--- src/rtl/xswitch_pkg.sv ---
// Shared switch definitions: port count, default field widths and receive FSM state type.
// Used by every xswitch receive-side module through import xswitch_pkg::*.
package xswitch_pkg;

  localparam int XSW_NUM_PORTS = 4;
  localparam int XSW_DATA_W    = 8;
  localparam int XSW_ADDR_W    = 8;

  typedef enum logic {
    IDLE = 1'b0,
    ACK  = 1'b1
  } rx_state_t;

  // Saturating increment for 8-bit event counters.
  function automatic logic [7:0] sat_inc8(input logic [7:0] v);
    return (v == 8'hFF) ? v : v + 8'd1;
  endfunction

endpackage

--- src/rtl/xswitch_rx_fifo.sv ---
// Receive FIFO for one switch port: DEPTH entries (power of two), pointers wrap naturally.
// The head entry reads as zero while the FIFO is empty.
module xswitch_rx_fifo #(
  parameter int WIDTH = 16,
  parameter int DEPTH = 4
) (
  input  logic                     clk,
  input  logic                     reset,
  input  logic                     push,
  input  logic                     pop,
  input  logic [WIDTH-1:0]         wdata,
  output logic [WIDTH-1:0]         rdata,
  output logic                     empty,
  output logic                     full,
  output logic [$clog2(DEPTH):0]   count
);

  localparam int PTR_W = $clog2(DEPTH);
  localparam int CNT_W = PTR_W + 1;

  logic [WIDTH-1:0] mem [DEPTH];
  logic [PTR_W-1:0] wr_ptr;
  logic [PTR_W-1:0] rd_ptr;
  logic             push_ok;
  logic             pop_ok;

  // full is taken from the registered count, so a push at full is refused even alongside a pop
  assign full    = (count == CNT_W'(DEPTH));
  assign empty   = (count == '0);
  assign push_ok = push & ~full;
  assign pop_ok  = pop & ~empty;

  // NOTE: the storage array is deliberately not reset; gating rdata with empty makes stale contents invisible.
  always_ff @(posedge clk) begin
    if (push_ok) mem[wr_ptr] <= wdata;
  end

  always_ff @(posedge clk or negedge reset) begin
    if (!reset) begin
      wr_ptr <= '0;
      rd_ptr <= '0;
      count  <= '0;
    end else begin
      if (push_ok) wr_ptr <= wr_ptr + 1'b1;
      if (pop_ok)  rd_ptr <= rd_ptr + 1'b1;
      case ({push_ok, pop_ok})
        2'b10:   count <= count + 1'b1;
        2'b01:   count <= count - 1'b1;
        default: count <= count;
      endcase
    end
  end

  assign rdata = empty ? '0 : mem[rd_ptr];

endmodule

--- src/rtl/xswitch_rx_port.sv ---
// Switch output-port receiver: two-state IDLE/ACK handshake feeding a local FIFO.
// Optional macro XSWITCH_RX_ADDR_CHECK_EN drops and counts words not addressed to PORT_ID.
module xswitch_rx_port
  import xswitch_pkg::*;
#(
  parameter int PORT_ID = 0,
  parameter int DATA_W  = XSW_DATA_W,
  parameter int ADDR_W  = XSW_ADDR_W,
  parameter int DEPTH   = 4
) (
  input  logic                   clk,
  input  logic                   reset,
  input  logic                   valid_out,
  input  logic [DATA_W-1:0]      data_out,
  input  logic [ADDR_W-1:0]      addr_out,
  output logic                   data_rd,
  input  logic                   pop,
  output logic [DATA_W-1:0]      rd_data,
  output logic [ADDR_W-1:0]      rd_addr,
  output logic                   empty,
  output logic                   full,
  output logic [$clog2(DEPTH):0] count,
  output logic [7:0]             err_cnt
);

  if (PORT_ID < 0 || PORT_ID >= XSW_NUM_PORTS || DEPTH < 2 || (DEPTH & (DEPTH - 1)) != 0) begin : g_bad_cfg
    $error("xswitch_rx_port: PORT_ID must be 0..3 and DEPTH a power of two >= 2");
  end

  rx_state_t                  state;
  logic                       accept;
  logic                       addr_ok;
  logic                       push;
  logic [ADDR_W+DATA_W-1:0]   head;

  // The switch holds its word until data_rd, so capture needs no holding register.
  assign accept = (state == IDLE) & valid_out & ~full;
  assign push   = accept & addr_ok;

  always_ff @(posedge clk or negedge reset) begin
    if (!reset) state <= IDLE;
    else        state <= accept ? ACK : IDLE;
  end

  // The state flop itself is the registered acknowledge.
  assign data_rd = (state == ACK);

`ifdef XSWITCH_RX_ADDR_CHECK_EN
  assign addr_ok = (addr_out == ADDR_W'(PORT_ID));

  always_ff @(posedge clk or negedge reset) begin
    if (!reset)                 err_cnt <= 8'd0;
    else if (accept && !addr_ok) err_cnt <= sat_inc8(err_cnt);
  end
`else
  assign addr_ok = 1'b1;
  assign err_cnt = 8'd0;
`endif

  xswitch_rx_fifo #(
    .WIDTH (ADDR_W + DATA_W),
    .DEPTH (DEPTH)
  ) u_fifo (
    .clk   (clk),
    .reset (reset),
    .push  (push),
    .pop   (pop),
    .wdata ({addr_out, data_out}),
    .rdata (head),
    .empty (empty),
    .full  (full),
    .count (count)
  );

  assign {rd_addr, rd_data} = head;

endmodule

--- config.mk ---
export PLATFORM = sky130hd
export DESIGN_NAME = xswitch_rx_port
export DESIGN_NICKNAME = d
export VERILOG_FILES = /design/src/rtl/xswitch_pkg.sv /design/src/rtl/xswitch_rx_fifo.sv /design/src/rtl/xswitch_rx_port.sv
export SDC_FILE = /design/constraint.sdc
export NUM_CORES = 1
export LEC_CHECK = 0
export BUFFER_PORTS_ARGS = -buffer_cell sky130_fd_sc_hd__buf_4
export CAP_MARGIN = 20
export CORE_ASPECT_RATIO = 1.1
export CORE_UTILIZATION = 40
export DETAILED_ROUTE_END_ITERATION = 10
export PLACE_DENSITY = 0.6
export SLEW_MARGIN = 10
export SYNTH_ARGS = -nofsm -noshare
export SYNTH_HDL_FRONTEND = slang
export SYNTH_SLANG_ARGS = --single-unit
export TNS_END_PERCENT = 1
--- constraint.sdc ---
create_clock -name clk -period 4.63 [get_ports clk]
set_input_delay 0.926 -clock clk [delete_from_list [all_inputs] [get_ports clk]]
set_output_delay 0.926 -clock clk [all_outputs]
set_load 0.03 [all_outputs]
==> summary.txt, run 1 <==
Yosys
  • Yosys top cell by area: edfxtp_1
  • Syn_area_per_cell: ~20 µm²
  • Share of the synthesized area in the top cell type: 0.6285
  • Mapped cell area: between 0.003 and 0.004 mm²
  • Cells after Synth: 149
  • Synth warnings: 0
  • Largest cells by area after synthesis: edfxtp_1, mux4_1, dfrtp_1
  • Cell variety after synth: 24
  • Yosys reg bits: 72
  • Sequential element share of the synthesized area: 0.6939

Power and ir drop
  • P_int: between 0.0015 and 0.002 W
  • Peak supply drop: between 0.0002 and 0.0003 V
  • Sequential power share: 0.366
  • Power share of the combinational group: 0.406
  • Pwr dens: ~700 mW/mm²
  • Clk pwr share: 0.227
  • Sw Ratio: 0.3498
  • Static leakage: 1.405 nW
  • NetSw: approximately 0.00091 W

Timing
  • Setup violators final: 0
  • Least-Margin Pin Slew: just over 0.9 ns
  • Clock skew: 0.01123 ns
  • Fmax: 0.3248 GHz
  • Fin Setup TNS: 0 ns
  • Final min period: 3.079 ns
  • Slew margin rel.: 0.3959
  • Final hold slack: 0.3997 ns
  • RSZ-0062 raised after global routing: no
  • Tcrit/Tclk final: 0.6650
  • Hold Violations, Final: 0
  • Max Slew Vio Count: 0

Die
  • Rows: 33
  • Starting Density: 0.4114
  • Die height: around 94 µm
  • Full die area: 0.007999 mm²
  • Die X: around 85 µm
  • # IOs: 50
  • Core region area: roughly 0.0074 mm²

Clocking
  • Post-CTS Hold Buffers: 0
  • Post-cts sizing count: 0
  • CTS H-tree depth: 3
  • Postcts setup bufs: 0
  • Clock Sinks: between 70 and 80
  • TritonCTS clock tree: yes
  • Clock slew at reported path FFs: approximately 0.070 ns
  • CTS Buffer Depth: 2
  • Latest clock arrival within the worst-skew pair: approximately 0.34 ns
  • Clock Tree Root: clkbuf_8
  • Num CTS Buffers: 9

Setup path
  • CP Class: flop to output port
  • Reg-to-reg startpoint: u_fifo.count[0]
  • Crit path max fanout: 11
  • Reg2reg end: u_fifo.count[1]
  • Crit end category: output port
  • WP data required: ~3.7 ns
  • Reg2Reg Setup Slack: around 2.3 ns
  • Crit path launch type: flop
  • FF-to-FF path depth: 6
  • Crit path DAT: approximately 2.2 ns

Hold path
  • HP Class: primary input to asynchronous set/reset pin

Drt
  • DRC: 0
  • DR vias: roughly 1,400
  • Drt pass-1 iters: 4
  • Initial DRC count: 101
  • Final WL: 5293 µm
  • Vias per cell: 4.945
  • Antenna violation net count after detailed routing: 0
  • Routed len/inst: between 15 and 20 µm

GRT
  • Vias in the first global route: ~1,500
  • Global route overflow: 0
  • Total track usage: 0.1447
  • First-pass GRT wire length: about 8000 µm
  • Pin count of the biggest net entering global routing: 19
  • Antenna violations before repair: 0

Place
  • Final estimated routing congestion in global placement: roughly 0.67
  • Post-DP HPWL: roughly 3300 µm
  • Input/output buffers: a little over 40

Final layout
  • Nets: between 200 and 250
  • Layout cell share with drive strength beyond 1: 0.3911
  • Area delta synth->final: 20.05%
  • Ant. Diodes: 0

Status
  • Status: complete, no violations

Job
  • Max cap viols: 0
[power by group through the flow]
stage / clock network, W / registers (W) / logic, W
6_report: 0.000593 / 0.000955 / 0.00106
5_1_grt: 0.000629 / 0.000972 / 0.00113
4_1_cts: 0.000605 / 0.000981 / 0.00103
3_3_place_gp: 0 / 0.000979 / 0.00100
2_1_floorplan: 0 / 0.000932 / 0.000780
3_5_place_dp: 0 / 0.000993 / 0.00102
[flip-flops by register name, indices dropped and copies added (netlist names)]
name           count
u_fifo.mem        64
u_fifo.count       3
u_fifo.rd_ptr      2
u_fifo.wr_ptr      2
data_rd            1
[how the worst max path moves through the flow]
stage / cells past startpoint / to / slack, ns / from
finish: 4 / rd_addr[7] / 1.55 / u_fifo.rd_ptr[0]
global route: 4 / rd_addr[7] / 1.43 / u_fifo.rd_ptr[0]
CTS: 3 / rd_data[5] / 1.22 / u_fifo.rd_ptr[0]
detailed placement: 3 / rd_data[5] / 1.60 / u_fifo.rd_ptr[0]
global placement: 3 / rd_data[5] / 1.63 / u_fifo.rd_ptr[0]
floorplan: 9 / u_fifo.count[2] / 2.18 / u_fifo.count[2]
[cell usage after synthesis (all sizes together)]
cell type and n:
edfxtp 64, nor2b 17, mux4 16, buf 13
dfrtp 8, inv 6, ha 5, and2 4
xor2 4, nor2 2, nor3b 2, xnor2 2
conb 1, fa 1, mux2 1, mux2i 1
nand2 1, nor3 1
[layout by cell type, fill, tap and decap left out, drive strengths merged]
| cell | n |
|---|---|
| edfxtp | 64 |
| buf | 43 |
| nor2b | 17 |
| mux4 | 16 |
| clkbuf | 9 |
| conb | 8 |
| dfrtp | 8 |
| inv | 6 |
| ha | 5 |
| and2 | 4 |
| xor2 | 4 |
| bufinv | 3 |
| clkinv | 3 |
| xnor2 | 2 |
| nor2 | 2 |
| nor3b | 2 |
| nor3 | 1 |
| mux2i | 1 |
| nand2 | 1 |
| mux2 | 1 |
| fa | 1 |
| clkinvlp | 1 |
[routing by layer]
layer	track usage	wire length [µm]	vias to the layer above
li1	-	-	649
met1	0.1788	2203	732
met2	0.2366	2746	38
met3	0.03691	232	10
met4	0.07500	111	0
met5	0	0	-
[logic make-up after synthesis]
family / count (synthesis) / synth area share
DFF: 72 / 0.6939
and+or+nand+nor: 27 / 0.08183
buffers and inverters: 19 / 0.04296
muxes: 18 / 0.1358
xor gates and xnor gates: 6 / 0.01718
adders and majority gates: 6 / 0.02701
other: 1 / 0.001226
[final cells by class]
cell class	count	area [µm²]
fill	628	3761
sequential	72	2122
multi-input combinational	65	830.8
timing repair buffer	43	342.8
clock buffer	9	123.9
clock inverter	7	120.1
tap	87	108.9
inverter	6	22.52
[critical path: stages, from the launching register on]
cell and delay [ns]:
dfrtp_1 0.70, buf_16 0.22, mux4_1 0.54, nor2b_1 0.15
buf_4 0.21
[per-stage QoR]
step	util	cells	worst slack, ns	power (W)	instance area, µm²
floorplan	-	156	2.178	0.001712	3084
global placement	0.4574	272	1.635	0.001981	3400
detailed placement	0.4574	272	1.602	0.002017	3400
CTS	0.4902	288	1.216	0.002613	3643
global route	0.4939	289	1.433	0.002732	3671
finish	0.4939	289	1.551	0.002608	3671
No activity file was read; power rests on OpenSTA's default activity.
==> run 2: changes to the inputs <==
--- a/config.mk
+++ b/config.mk
@@ -5,12 +5,13 @@
 export SDC_FILE = /design/constraint.sdc
 export NUM_CORES = 1
 export LEC_CHECK = 0
+export ABC_AREA = 1
 export BUFFER_PORTS_ARGS = -buffer_cell sky130_fd_sc_hd__buf_4
 export CAP_MARGIN = 20
 export CORE_ASPECT_RATIO = 1.1
 export CORE_UTILIZATION = 40
 export DETAILED_ROUTE_END_ITERATION = 10
-export PLACE_DENSITY = 0.6
+export PLACE_DENSITY = 0.59
 export SLEW_MARGIN = 10
 export SYNTH_ARGS = -nofsm -noshare
 export SYNTH_HDL_FRONTEND = slang
==> constraint.sdc (replaced) <==
create_clock -name clk -period 3.1 [get_ports clk]
set_input_delay 0.62 -clock clk [delete_from_list [all_inputs] [get_ports clk]]
set_output_delay 0.62 -clock clk [all_outputs]
set_load 0.03 [all_outputs]
==> summary.txt, run 2 <==
Clocking
  • Post-CTS Hold Buffers: 0
  • Post-cts sizing count: 0
  • Num CTS Buffers: 9
  • Postcts setup bufs: 0
  • Clock Sinks: between 70 and 80
  • CTS H-tree depth: 3
  • TritonCTS clock tree: yes
  • Clock slew at reported path FFs: around 0.070 ns
  • CTS Buffer Depth: 2
  • Clock Tree Root: clkbuf_8
  • Latest clock arrival within the worst-skew pair: 0.35 ns

Yosys
  • Syn_area_per_cell: between 10 and 15 µm²
  • Largest cells by area after synthesis: edfxtp_1, inv_1, nand2_1
  • Cell with the most instances after synthesis: inv_1
  • Yosys top cell by area: edfxtp_1
  • Mapped cell area: about 0.0035 mm²
  • Most frequent cells after synthesis: inv_1, nand2_1, edfxtp_1, nand3_1, nand3_2
  • Sequential element share of the synthesized area: 0.6129
  • Post-synth top flop: edfxtp_1
  • Yosys reg bits: between 70 and 80
  • EDFF count, synth: 64
  • Synth warnings: 0
  • Post-synth ARST share: 0.1111
  • Cells after Synth: ~320
  • Cell variety after synth: 22
  • Share of the synthesized area in the top cell type: 0.5551

Final layout
  • Max reg flops: 64
  • Area delta synth->final: 16.41%
  • Nets: between 300 and 400
  • Ant. Diodes: 0
  • Area occupied by registers: around 0.0021 mm²
  • Util after Layout: 0.4793
  • Area of the multi-input gates: 885.9 µm²
  • Top flop regs: u_fifo.mem (64), u_fifo.count (3)
  • Fill count: 798
  • Layout cell share with drive strength beyond 1: 0.2781
  • Final instance area: between 0.004 and 0.005 mm²
  • Most common library cell in the layout ignoring fill and taps: inv_1
  • Most flops, register: u_fifo.mem
  • Commonest non-fill, non-tap cells in the layout: inv_1, nand2_1, edfxtp_1

Die
  • Rows: 35
  • Die height: roughly 100 µm
  • Full die area: around 0.009 mm²
  • Core region area: 0.008408 mm²
  • Die X: ~91 µm
  • # IOs: 50
  • Starting Density: 0.4118

GRT
  • Global route overflow: 0
  • First-pass GRT wire length: 10,470 µm
  • Met2 Use GR: 0.2483
  • Pin count of the biggest net entering global routing: 34
  • GRT busiest layer: met2
  • Vias in the first global route: ~2,100
  • Total track usage: 0.1566
  • Antenna violations before repair: 0
  • Met3 Use GR: 0.02982
  • Met1 GRT Util: 0.1929

Drt
  • Antenna violation net count after detailed routing: 0
  • DRC: 0
  • DR vias: ~2,100
  • Drt pass-1 iters: 4
  • Vias per cell: between 4 and 5
  • Final WL: approximately 6400 µm
  • Initial DRC count: about 100
  • Routed len/inst: approximately 13 µm

Job
  • Max cap viols: 0

Timing
  • Least-Margin Pin Slew: approximately 0.54 ns
  • Fmax: slightly above 0.4 GHz
  • Final worst setup slack: just over 0.6 ns
  • RSZ-0062 raised after global routing: no
  • Tcrit/Tclk final: 0.7995
  • Fin Setup TNS: 0 ns
  • Setup violators final: 0
  • Clock skew: between 0.01 and 0.015 ns
  • Final min period: ~2.5 ns
  • Slew margin rel.: 0.6373
  • Hold Violations, Final: 0
  • Max Slew Vio Count: 0

Setup path
  • WP data required: 2.48 ns
  • CP Class: flop to output port
  • Reg2Reg Setup Slack: 1.17 ns
  • Reg2reg end: u_fifo.count[2]
  • Reg-to-reg startpoint: u_fifo.count[0]
  • Crit end category: output port
  • CP bufs+invs: 2
  • Crit path max fanout: 33
  • Max incr delay on CP: 0.65 ns
  • FF-to-FF path depth: 10
  • CP Cell Sequence: inv_4 -> nand2_1 -> nand3_2 -> a21oi_2 -> buf_4
  • Crit path launch type: flop
  • Slowest CP cell: dfrtp_1
  • Delay-heaviest family, CP: flip-flops
  • Crit path DAT: 1.86 ns

Place
  • Input/output buffers: 41
  • Area after DPL: ~0.0038 mm²
  • Final estimated routing congestion in global placement: about 0.69
  • Post-Place Setup Slack: ~0.96 ns
  • Post-DP HPWL: 4045 µm

Hold path
  • HP Class: primary input to asynchronous set/reset pin

Power and ir drop
  • Peak supply drop: 0.0005184 V
  • Pwr dens: 1013 mW/mm²
  • Static leakage: around 1.9 nW

Status
  • Status: complete, no violations
run 2: cell types whose count changed in the layout (fill, tap and decap cells not counted), sizes merged, moves of 4 or more:
cell	delta
xor2	-4
a21oi	+16
inv	+78
nor2b	-17
nand2	+79
nand3	+34
and2	-4
mux4	-16
buf	+4
run 2: power breakdown:
part	internal, W	switching (W)
combinational	0.000658	0.00127
clock	0.000446	0.000343
sequential	0.00125	0.000120
run 2: worst max-delay path by stage:
stage | start | end | slack [ns] | depth (start not counted)
2_1_floorplan | u_fifo.count[0] | u_fifo.mem[0][0] | 1.08 | 4
3_3_place_gp | u_fifo.rd_ptr[0] | rd_addr[4] | 0.93 | 5
3_5_place_dp | u_fifo.rd_ptr[0] | rd_addr[6] | 0.96 | 5
4_1_cts | u_fifo.rd_ptr[0] | rd_addr[6] | 0.57 | 5
5_1_grt | u_fifo.rd_ptr[0] | rd_addr[4] | 0.46 | 5
6_report | u_fifo.rd_ptr[0] | rd_addr[6] | 0.62 | 5
run 2: final cells by class:
| cell class | instances | share of cell area |
|---|---|---|
| timing repair buffer | 47 | 0.08755 |
| clock inverter | 7 | 0.02111 |
| inverter | 83 | 0.07979 |
| sequential | 72 | 0.5265 |
| tap | 111 | 0.03446 |
| clock buffer | 9 | 0.03074 |
| multi-input combinational | 156 | 0.2198 |
run 2: stage by stage:
step / power [W] / hold slack (ns) / cells
finish: 0.004083 / 0.08114 / 485
global route: 0.004342 / 0.07037 / 485
CTS: 0.004146 / 0.06904 / 485
detailed placement: 0.003353 / 0.4511 / 469
global placement: 0.003330 / 0.4494 / 469
floorplan: 0.002825 / 0.3244 / 330
run 2: cell families after synthesis:
family | Yosys count | share of synthesized area
AOI/OAI and AO/OA | 18 | 0.04120
xor gates and xnor gates | 2 | 0.005061
buffers and inverters | 102 | 0.1388
adders and majority gates | 6 | 0.02385
and+or+nand+nor | 122 | 0.1771
DFF | 72 | 0.6129
other | 1 | 0.001083
run 2: routing by layer:
| layer | vias up | part of all wire | wire [µm] |
|---|---|---|---|
| li1 | 1083 | - | - |
| met5 | - | 0 | 0 |
| met3 | 11 | 0.039 | 247 |
| met4 | 0 | 0.024 | 152 |
| met2 | 45 | 0.49 | 3097 |
| met1 | 972 | 0.45 | 2866 |
==> run 3: changes to the inputs <==
==> constraint.sdc (replaced) <==
create_clock -name clk -period 2.5 [get_ports clk]
set_input_delay 0.5 -clock clk [delete_from_list [all_inputs] [get_ports clk]]
set_output_delay 0.5 -clock clk [all_outputs]
set_load 0.03 [all_outputs]
==> summary.txt, run 3 (same netlist as run 2, synthesis figures left out) <==
Status
  • Status: complete, no violations

GRT
  • Global route overflow: 0
  • Vias in the first global route: 2,057
  • Pin count of the biggest net entering global routing: 34
  • Antenna violations before repair: 0
  • Total track usage: 0.1516
  • First-pass GRT wire length: approximately 10,000 µm

Drt
  • DR vias: 2,141
  • Routed len/inst: ~13 µm
  • Antenna violation net count after detailed routing: 0
  • Initial DRC count: between 90 and 100
  • Drt pass-1 iters: 4
  • Vias per cell: approximately 4.4
  • DRC: 0
  • Final WL: 6174 µm

Job
  • Max cap viols: 0

Clocking
  • CTS H-tree depth: 3
  • CTS Buffer Depth: 2
  • Clock Tree Root: clkbuf_8
  • Num CTS Buffers: 9
  • Latest clock arrival within the worst-skew pair: 0.34 ns
  • TritonCTS clock tree: yes
  • Clock slew at reported path FFs: approximately 0.08 ns
  • Clock Sinks: 72

Setup path
  • Worst Setup SP: u_fifo.rd_ptr[1]
  • Crit path DAT: 1.85 ns
  • CP Cell Sequence: inv_6 -> nand3_2 -> a21oi_2 -> buf_4
  • Max incr delay on CP: 0.69 ns
  • WP data required: about 2 ns
  • CP Class: flop to output port
  • Reg-to-reg startpoint: u_fifo.count[0]
  • Crit path max fanout: 19
  • CP bufs+invs: 2
  • Crit path launch type: flop
  • Delay-heaviest family, CP: flip-flops
  • Slowest CP cell: dfrtp_1
  • Crit end category: output port

Hold path
  • HP Class: primary input to flop
  • Worst Hold Launch: data_out[1]

Timing
  • Hold Violations, Final: 0
  • Fin Setup TNS: 0 ns
  • Clock skew: 0.01073 ns
  • Tcrit/Tclk final: 0.9388
  • Fmax: 0.4261 GHz
  • RSZ-0062 raised after global routing: no
  • Slew margin rel.: 0.4469
  • Final min period: around 2.3 ns
  • Setup violators final: 0
  • Least-Margin Pin Slew: between 0.8 and 0.9 ns
  • Max Slew Vio Count: 0

Place
  • Input/output buffers: 41
  • Final estimated routing congestion in global placement: 0.6712
  • Post-DP HPWL: around 4000 µm

Final layout
  • Layout cell share with drive strength beyond 1: 0.2884
  • Util after Layout: 0.4879
  • Commonest non-fill, non-tap cells in the layout: inv_1, nand2_1, edfxtp_1
  • Max reg flops: 64
  • Top flop regs: u_fifo.mem (64), u_fifo.count (3)
  • Most common library cell in the layout ignoring fill and taps: inv_1
  • Area delta synth->final: 18.50%
  • Nets: approximately 400
  • Most flops, register: u_fifo.mem
  • Ant. Diodes: 0

Die
  • Die height: 99.58 µm
  • Core region area: roughly 0.0084 mm²
  • Full die area: around 0.009 mm²
  • Die X: 90.71 µm
  • # IOs: 50
  • Starting Density: 0.4118
  • Rows: 35

Power and ir drop
  • Peak supply drop: between 0.0005 and 0.0006 V
  • Pwr dens: ~1300 mW/mm²
  • Static leakage: 1.902 nW
  • Power Total: a little over 0.005 W
==> run 3: what timing repair did <==
item / in CTS / in global routing
setup endpoints to repair: 0 / 14
hold buffers: 1 / 0
buffers inserted: 0 / 0
hold endpoints to repair: 8 / 0
resized for setup: 0 / 1
==> run 3: report_power, final <==
| part | total (W) | internal, W | switching, W | leakage (nW) |
|---|---|---|---|---|
| combinational | 0.00239 | 0.000844 | 0.00155 | 1.10 |
| clock | 0.00108 | 0.000660 | 0.000422 | 0.118 |
| sequential | 0.00172 | 0.00155 | 0.000173 | 0.679 |
==> run 3: final cells by class <==
type	count	area, µm²
Clock buffer	10	127.6
Clock inverter	6	107.6
Fill cell	778	4305
Inverter	83	321.6
Multi-Input combinational cell	156	885.9
Sequential cell	72	2123
Tap cell	111	138.9
Timing Repair Buffer	51	397.9
==> run 3: per-layer routing <==
| metal | up-vias | GRT usage | wire length [µm] |
|---|---|---|---|
| met3 | 4 | 0.03670 | 204 |
| met4 | 0 | 0.05955 | 45 |
| met5 | - | 0 | 0 |
| met1 | 1003 | 0.1823 | 2796 |
| met2 | 42 | 0.2622 | 3127 |
| li1 | 1092 | - | - |
==> run 3: path summary, 6_finish.rpt <==
kind | end | slack (ns) | depth (start not counted)
hold / removal | u_fifo.mem[3][1] | 0.36 | 1
setup / recovery | rd_addr[4] | 0.15 | 4
min in group asynchronous | u_fifo.rd_ptr[1] | 0.52 | 2
hold reg to reg | u_fifo.count[0] | 0.54 | 1
setup reg to reg | u_fifo.count[2] | 0.60 | 10
max in group asynchronous | u_fifo.rd_ptr[0] | 1.83 | 2
==> run 3: per-stage QoR <==
step / cells / hold WS [ns] / worst slack (ns) / instance area (µm²)
4_1_cts: 489 / 0.3425 / 0.1168 / 4101
5_1_grt: 489 / 0.3425 / 0.02634 / 4103
3_3_place_gp: 472 / 0.3315 / 0.5136 / 3856
6_report: 489 / 0.3566 / 0.1529 / 4103
3_5_place_dp: 472 / 0.3340 / 0.5018 / 3856
2_1_floorplan: 330 / 0.2044 / 0.4788 / 3488
